<file path="config.mk">
export PLATFORM = sky130hd
export DESIGN_NAME = alu_exmem_stage
export DESIGN_NICKNAME = d
export VERILOG_FILES = /design/src/rtl/alu_exmem_stage.sv
export SDC_FILE = /design/constraint.sdc
export NUM_CORES = 1
export LEC_CHECK = 0
export ABC_AREA = 0
export CELL_PAD_IN_SITES_DETAIL_PLACEMENT = 0
export CELL_PAD_IN_SITES_GLOBAL_PLACEMENT = 1
export CORE_ASPECT_RATIO = 1.2
export CORE_UTILIZATION = 37
export DETAILED_ROUTE_END_ITERATION = 8
export PLACE_DENSITY_LB_ADDON = 0.2
export SYNTH_ARGS = -nofsm -noshare
export SYNTH_HDL_FRONTEND = slang
export SYNTH_SLANG_ARGS = --single-unit
</file>
<file path="constraint.sdc">
create_clock -name clk -period 2.52 [get_ports clk]
set_input_delay 0.504 -clock clk [delete_from_list [all_inputs] [get_ports clk]]
set_output_delay 0.504 -clock clk [all_outputs]
set_load 0.005 [all_outputs]
</file>
<file path="src/rtl/alu_exmem_stage.sv">
// EX/MEM pipeline register built as a 2-entry skid buffer with ALU exception
// screening: excepted beats are forwarded with writeback suppressed and logged.
module alu_exmem_stage #(
    parameter int DATA_W = 32
) (
    input  logic              clk,
    input  logic              rst_n,
    input  logic              in_valid,
    output logic              in_ready,
    input  logic [DATA_W-1:0] in_result,
    input  logic              in_v,
    input  logic [2:0]        in_op,
    input  logic [4:0]        in_rd,
    input  logic              in_regwrite,
    input  logic              flush,
    output logic              out_valid,
    input  logic              out_ready,
    output logic [DATA_W-1:0] out_result,
    output logic              out_zero,
    output logic [4:0]        out_rd,
    output logic              out_regwrite,
    output logic              exc_ovf,
    output logic              exc_ill,
    output logic [7:0]        exc_cnt,
    input  logic              exc_clear,
    output logic [1:0]        dbg_state
);

    // Handshake: a beat moves on a rising edge only when valid and ready are
    // both high at that edge; valid never waits on ready, and a presented
    // beat holds its payload until it is taken.
    typedef enum logic [1:0] {
        EMPTY = 2'd0,
        ONE   = 2'd1,
        TWO   = 2'd2
    } state_t;

    state_t state_q, state_d;

    logic [DATA_W-1:0] head_result, tail_result;
    logic [4:0]        head_rd, tail_rd;
    logic              head_rw, tail_rw;

    logic accept, drain, take;
    logic head_ld_in, head_ld_tail, tail_ld;
    logic op_arith, ovf_hit, ill_hit, exc_hit, exc_take, gated_rw;

    assign accept    = in_valid & in_ready;
    assign drain     = out_valid & out_ready;
    assign take      = accept & ~flush;
    assign out_valid = (state_q != EMPTY);
    assign dbg_state = state_q;

    assign op_arith = (in_op == 3'b010) || (in_op == 3'b110);
    assign ovf_hit  = in_v & op_arith;
    assign ill_hit  = (in_op == 3'b011) || (in_op == 3'b100) || (in_op == 3'b101);
    assign exc_hit  = ovf_hit | ill_hit;
    assign exc_take = take & exc_hit;
    assign gated_rw = in_regwrite & ~exc_hit;

    always_comb begin
        state_d      = state_q;
        head_ld_in   = 1'b0;
        head_ld_tail = 1'b0;
        tail_ld      = 1'b0;
        case (state_q)
            EMPTY: begin
                if (accept) begin
                    state_d    = ONE;
                    head_ld_in = 1'b1;
                end
            end
            ONE: begin
                if (accept && drain) begin
                    head_ld_in = 1'b1;
                end else if (accept) begin
                    state_d = TWO;
                    tail_ld = 1'b1;
                end else if (drain) begin
                    state_d = EMPTY;
                end
            end
            TWO: begin
                if (drain) begin
                    state_d      = ONE;
                    head_ld_tail = 1'b1;
                end
            end
            default: state_d = EMPTY;
        endcase
        // A flush drops everything, including a beat arriving this cycle.
        if (flush) begin
            state_d      = EMPTY;
            head_ld_in   = 1'b0;
            head_ld_tail = 1'b0;
            tail_ld      = 1'b0;
        end
    end

    always_ff @(posedge clk) begin
        if (!rst_n) begin
            state_q  <= EMPTY;
            in_ready <= 1'b1;
        end else begin
            state_q  <= state_d;
            in_ready <= (state_d != TWO);
        end
    end

    always_ff @(posedge clk) begin
        if (!rst_n) begin
            head_result <= '0;
            head_rd     <= '0;
            head_rw     <= 1'b0;
            tail_result <= '0;
            tail_rd     <= '0;
            tail_rw     <= 1'b0;
        end else begin
            if (head_ld_in) begin
                head_result <= in_result;
                head_rd     <= in_rd;
                head_rw     <= gated_rw;
            end else if (head_ld_tail) begin
                head_result <= tail_result;
                head_rd     <= tail_rd;
                head_rw     <= tail_rw;
            end
            if (tail_ld) begin
                tail_result <= in_result;
                tail_rd     <= in_rd;
                tail_rw     <= gated_rw;
            end
        end
    end

    assign out_result   = head_result;
    assign out_zero     = (head_result == '0);
    assign out_rd       = head_rd;
    assign out_regwrite = head_rw;

    // A clear coinciding with an excepted accept leaves exactly that one logged.
    always_ff @(posedge clk) begin
        if (!rst_n) begin
            exc_ovf <= 1'b0;
            exc_ill <= 1'b0;
            exc_cnt <= 8'd0;
        end else if (exc_clear) begin
            exc_ovf <= exc_take & ovf_hit;
            exc_ill <= exc_take & ill_hit;
            exc_cnt <= exc_take ? 8'd1 : 8'd0;
        end else if (exc_take) begin
            if (ovf_hit) exc_ovf <= 1'b1;
            if (ill_hit) exc_ill <= 1'b1;
            if (exc_cnt != 8'hFF) exc_cnt <= exc_cnt + 8'd1;
        end
    end

endmodule
</file>
==> results.tsv <==
metric	value	unit
grt_pass1_wl	15710	µm
synth_area_leader_cell	dfxtp_1	
seqCellArea	1782	µm²
cap_violations	0	
path_class	flop to output port	
path_clk_slew	0.06	ns
ir_drop	0.3305	mV
startpoint_type	flop	
vias_per_cell	5.202	
first_global_vias	3266	
syn_nets	484	
power_density	627.7	nW/µm²
hold_start	tail_result[18]$_SDFFE_PN0P_	
cts_hold_buf	0	
wire_per_inst	14.72	µm
netlist_instances	435	
maxSlewHeadroom	0.6989	
synth-seq-area-share	0.4888	
grt_max_degree	57	
gp_congestion	0.8163	
vias	3407	
reg2reg_depth	5	
status	complete, no violations	
fillers	951	
synth_area	3645	µm²
layout_min_cycle_time	2.426	ns
die_h	110.7	µm
drt_wl_total	9644	µm
report.final.hold_viol_count	0	
clkLatencyLatePin	0.34	ns
antenna_cells	0	
fin_nets	576	
dpl.hpwl	6136	µm
tightest_slew	0.4476	ns
fmax	0.4122	GHz
synth_cell_types	41	
ff2ff_setup_slack	0.85	ns
grt_usage	0.1939	
hold_slack	0.4559	ns
die-area	10250	µm²
fin_skew	0.005203	ns
die_x	92.60	µm
final_max_slew_viol_count	0	
root_buffer	clkbuf_16	
worst_setup_path_end_kind	output port	
required	2.02	ns
cts_tree	done	
syn_area_per_cell	8.379	µm²
leakagePower	0.001672	µW
synthTopCellsByArea	dfxtp_1 (49%), nand2_1 (13%), a21oi_1 (11%)	
areaGrowthSynthToFinish	38.96	%
drt-initial-drc-count	161	
ys.flop_type	dfxtp_1	
fp-row-count	39	
first_pass_iters	4	
tns	0	ns
min_period_over_period	0.9627	
cts_buffers	9	
whs_endpoint	tail_result[18]$_SDFFE_PN0P_	
ys_ff_latch	89	
arrival	1.92	ns
min_path_type	flop to flop	
cts.sinks	89	
finalSetupViolations	0	
r2r-end	tail_result[5]$_SDFFE_PN0P_	
whs_path_depth	2	
clockBufferDepth	2	
most-common-layout-cells	nand2_1 (124), clkdlybuf4s50_1 (100), dfxtp_1 (89), a21oi_1 (82), a22oi_1 (37)	
io_buffer_count	100	
multi_input_area	1680	µm²
mostFrequentLayoutCell	nand2_1	
ant_nets	0	
io_pins	101	
drive_gt1_frac	0.06767	
core	9564	µm²
antenna_found_initial	0	
gr-total-overflow	0	
cts.htree.levels	3	
ys_warn_count	0	
yosys.area.top_type_share	0.4888	
drc	0	
synth_edf_count	0	
async_flop_share	0	
cp_max_fo	3	
rsz0062_at_grt	false	
start_util	0.3811	
regToRegStartpoint	dbg_state[1]$_SDFF_PN0_	
## routing by layer
metal	part of all wire	vias up	track usage
met4	0.018	0	0.09063
met2	0.52	77	0.3353
met1	0.42	1593	0.2301
li1	-	1724	-
met3	0.043	13	0.03361
met5	0	-	0
## logic make-up (layout without fill, tap and decap cells)
logic type | Yosys count | after routing | synth area share
fa+ha+maj | 1 | 1 | 0.003432
flops | 89 | 89 | 0.4888
mux | 5 | 5 | 0.01408
buf+inv | 34 | 131 | 0.05355
compound gates | 137 | 137 | 0.2303
simple gates | 169 | 169 | 0.2097
## how the worst max path moves through the flow
| stage | startpoint | endpoint | slack [ns] |
|---|---|---|---|
| after floorplan | flush | exc_cnt[4]$_SDFFE_PN0P_ | 0.99 |
| after detailed placement | flush | exc_cnt[4]$_SDFFE_PN0P_ | 0.35 |
| after global routing | out_result[1]$_SDFFE_PN0P_ | out_zero | 0.02 |
| after global placement | in_op[2] | exc_cnt[6]$_SDFFE_PN0P_ | 0.36 |
| after CTS | out_result[1]$_SDFFE_PN0P_ | out_zero | 0.05 |
| final | out_result[25]$_SDFFE_PN0P_ | out_zero | 0.09 |
## stage by stage
step / instances / utilization / setup WS, ns / power [µW] / area, µm²
after floorplan: 435 / - / 0.9903 / 1638 / 3645
after global placement: 639 / 0.4967 / 0.3551 / 1838 / 4751
after detailed placement: 639 / 0.4967 / 0.3473 / 1842 / 4751
after CTS: 655 / 0.5289 / 0.05153 / 3212 / 5059
after global routing: 655 / 0.5296 / 0.02176 / 3291 / 5065
final: 655 / 0.5296 / 0.09398 / 3179 / 5065
## repair_timing
item | in CTS | in global routing
setup endpoints to repair | 0 | 1
gates resized for setup | 0 | 1
buffers inserted | 0 | 0
## state kept, by name (all words and copies together), names as in the netlist
name and flops:
out_result 32, tail_rd 5, dbg_state 2, exc_ill 1
tail_result 32, tail_rw 1, exc_cnt 8, exc_ovf 1
in_ready 1, out_regwrite 1, out_rd 5
## worst max-delay path, cell delays in order, from the launching register on
cell             delay, ns
dfxtp_1               0.34
nor4_1                0.42
nand4_1               0.19
nor2_1                0.14
clkdlybuf4s50_1       0.50
## final cells by class
type	count	area share
flip-flops and latches	89	0.3518
repair buffers	109	0.2208
clock inverters	4	0.01013
well taps	123	0.03039
inverters	6	0.004447
clock buffers	12	0.05064
multi-input cells	312	0.3318
## cells in the mapped netlist (2+ instances only)
master      n
buf_2       6
dfxtp_1    89
nand2_1   124
o31ai_1     5
clkbuf_1   12
or4_1       3
nor4_1      9
nand3b_1    2
or3_1       2
or2_2       2
nand2b_1    2
mux2i_1     4
buf_6       6
o21ai_0     4
nor2b_1     2
a22oi_1    37
nor2_1      5
nor3_1      3
buf_4       4
inv_1       5
o211ai_1    2
a21oi_1    82
nand3_1     5
nand4_1     3
## power breakdown
part	internal, µW	total, µW	switching, µW	leakage (µW)
sequential	1440	1470	29.6	0.000722
clock	823	1370	548	0.000149
combinational	185	334	149	0.000802
total	2450	3180	727	0.00167
(Power assumes the default switching activity.)
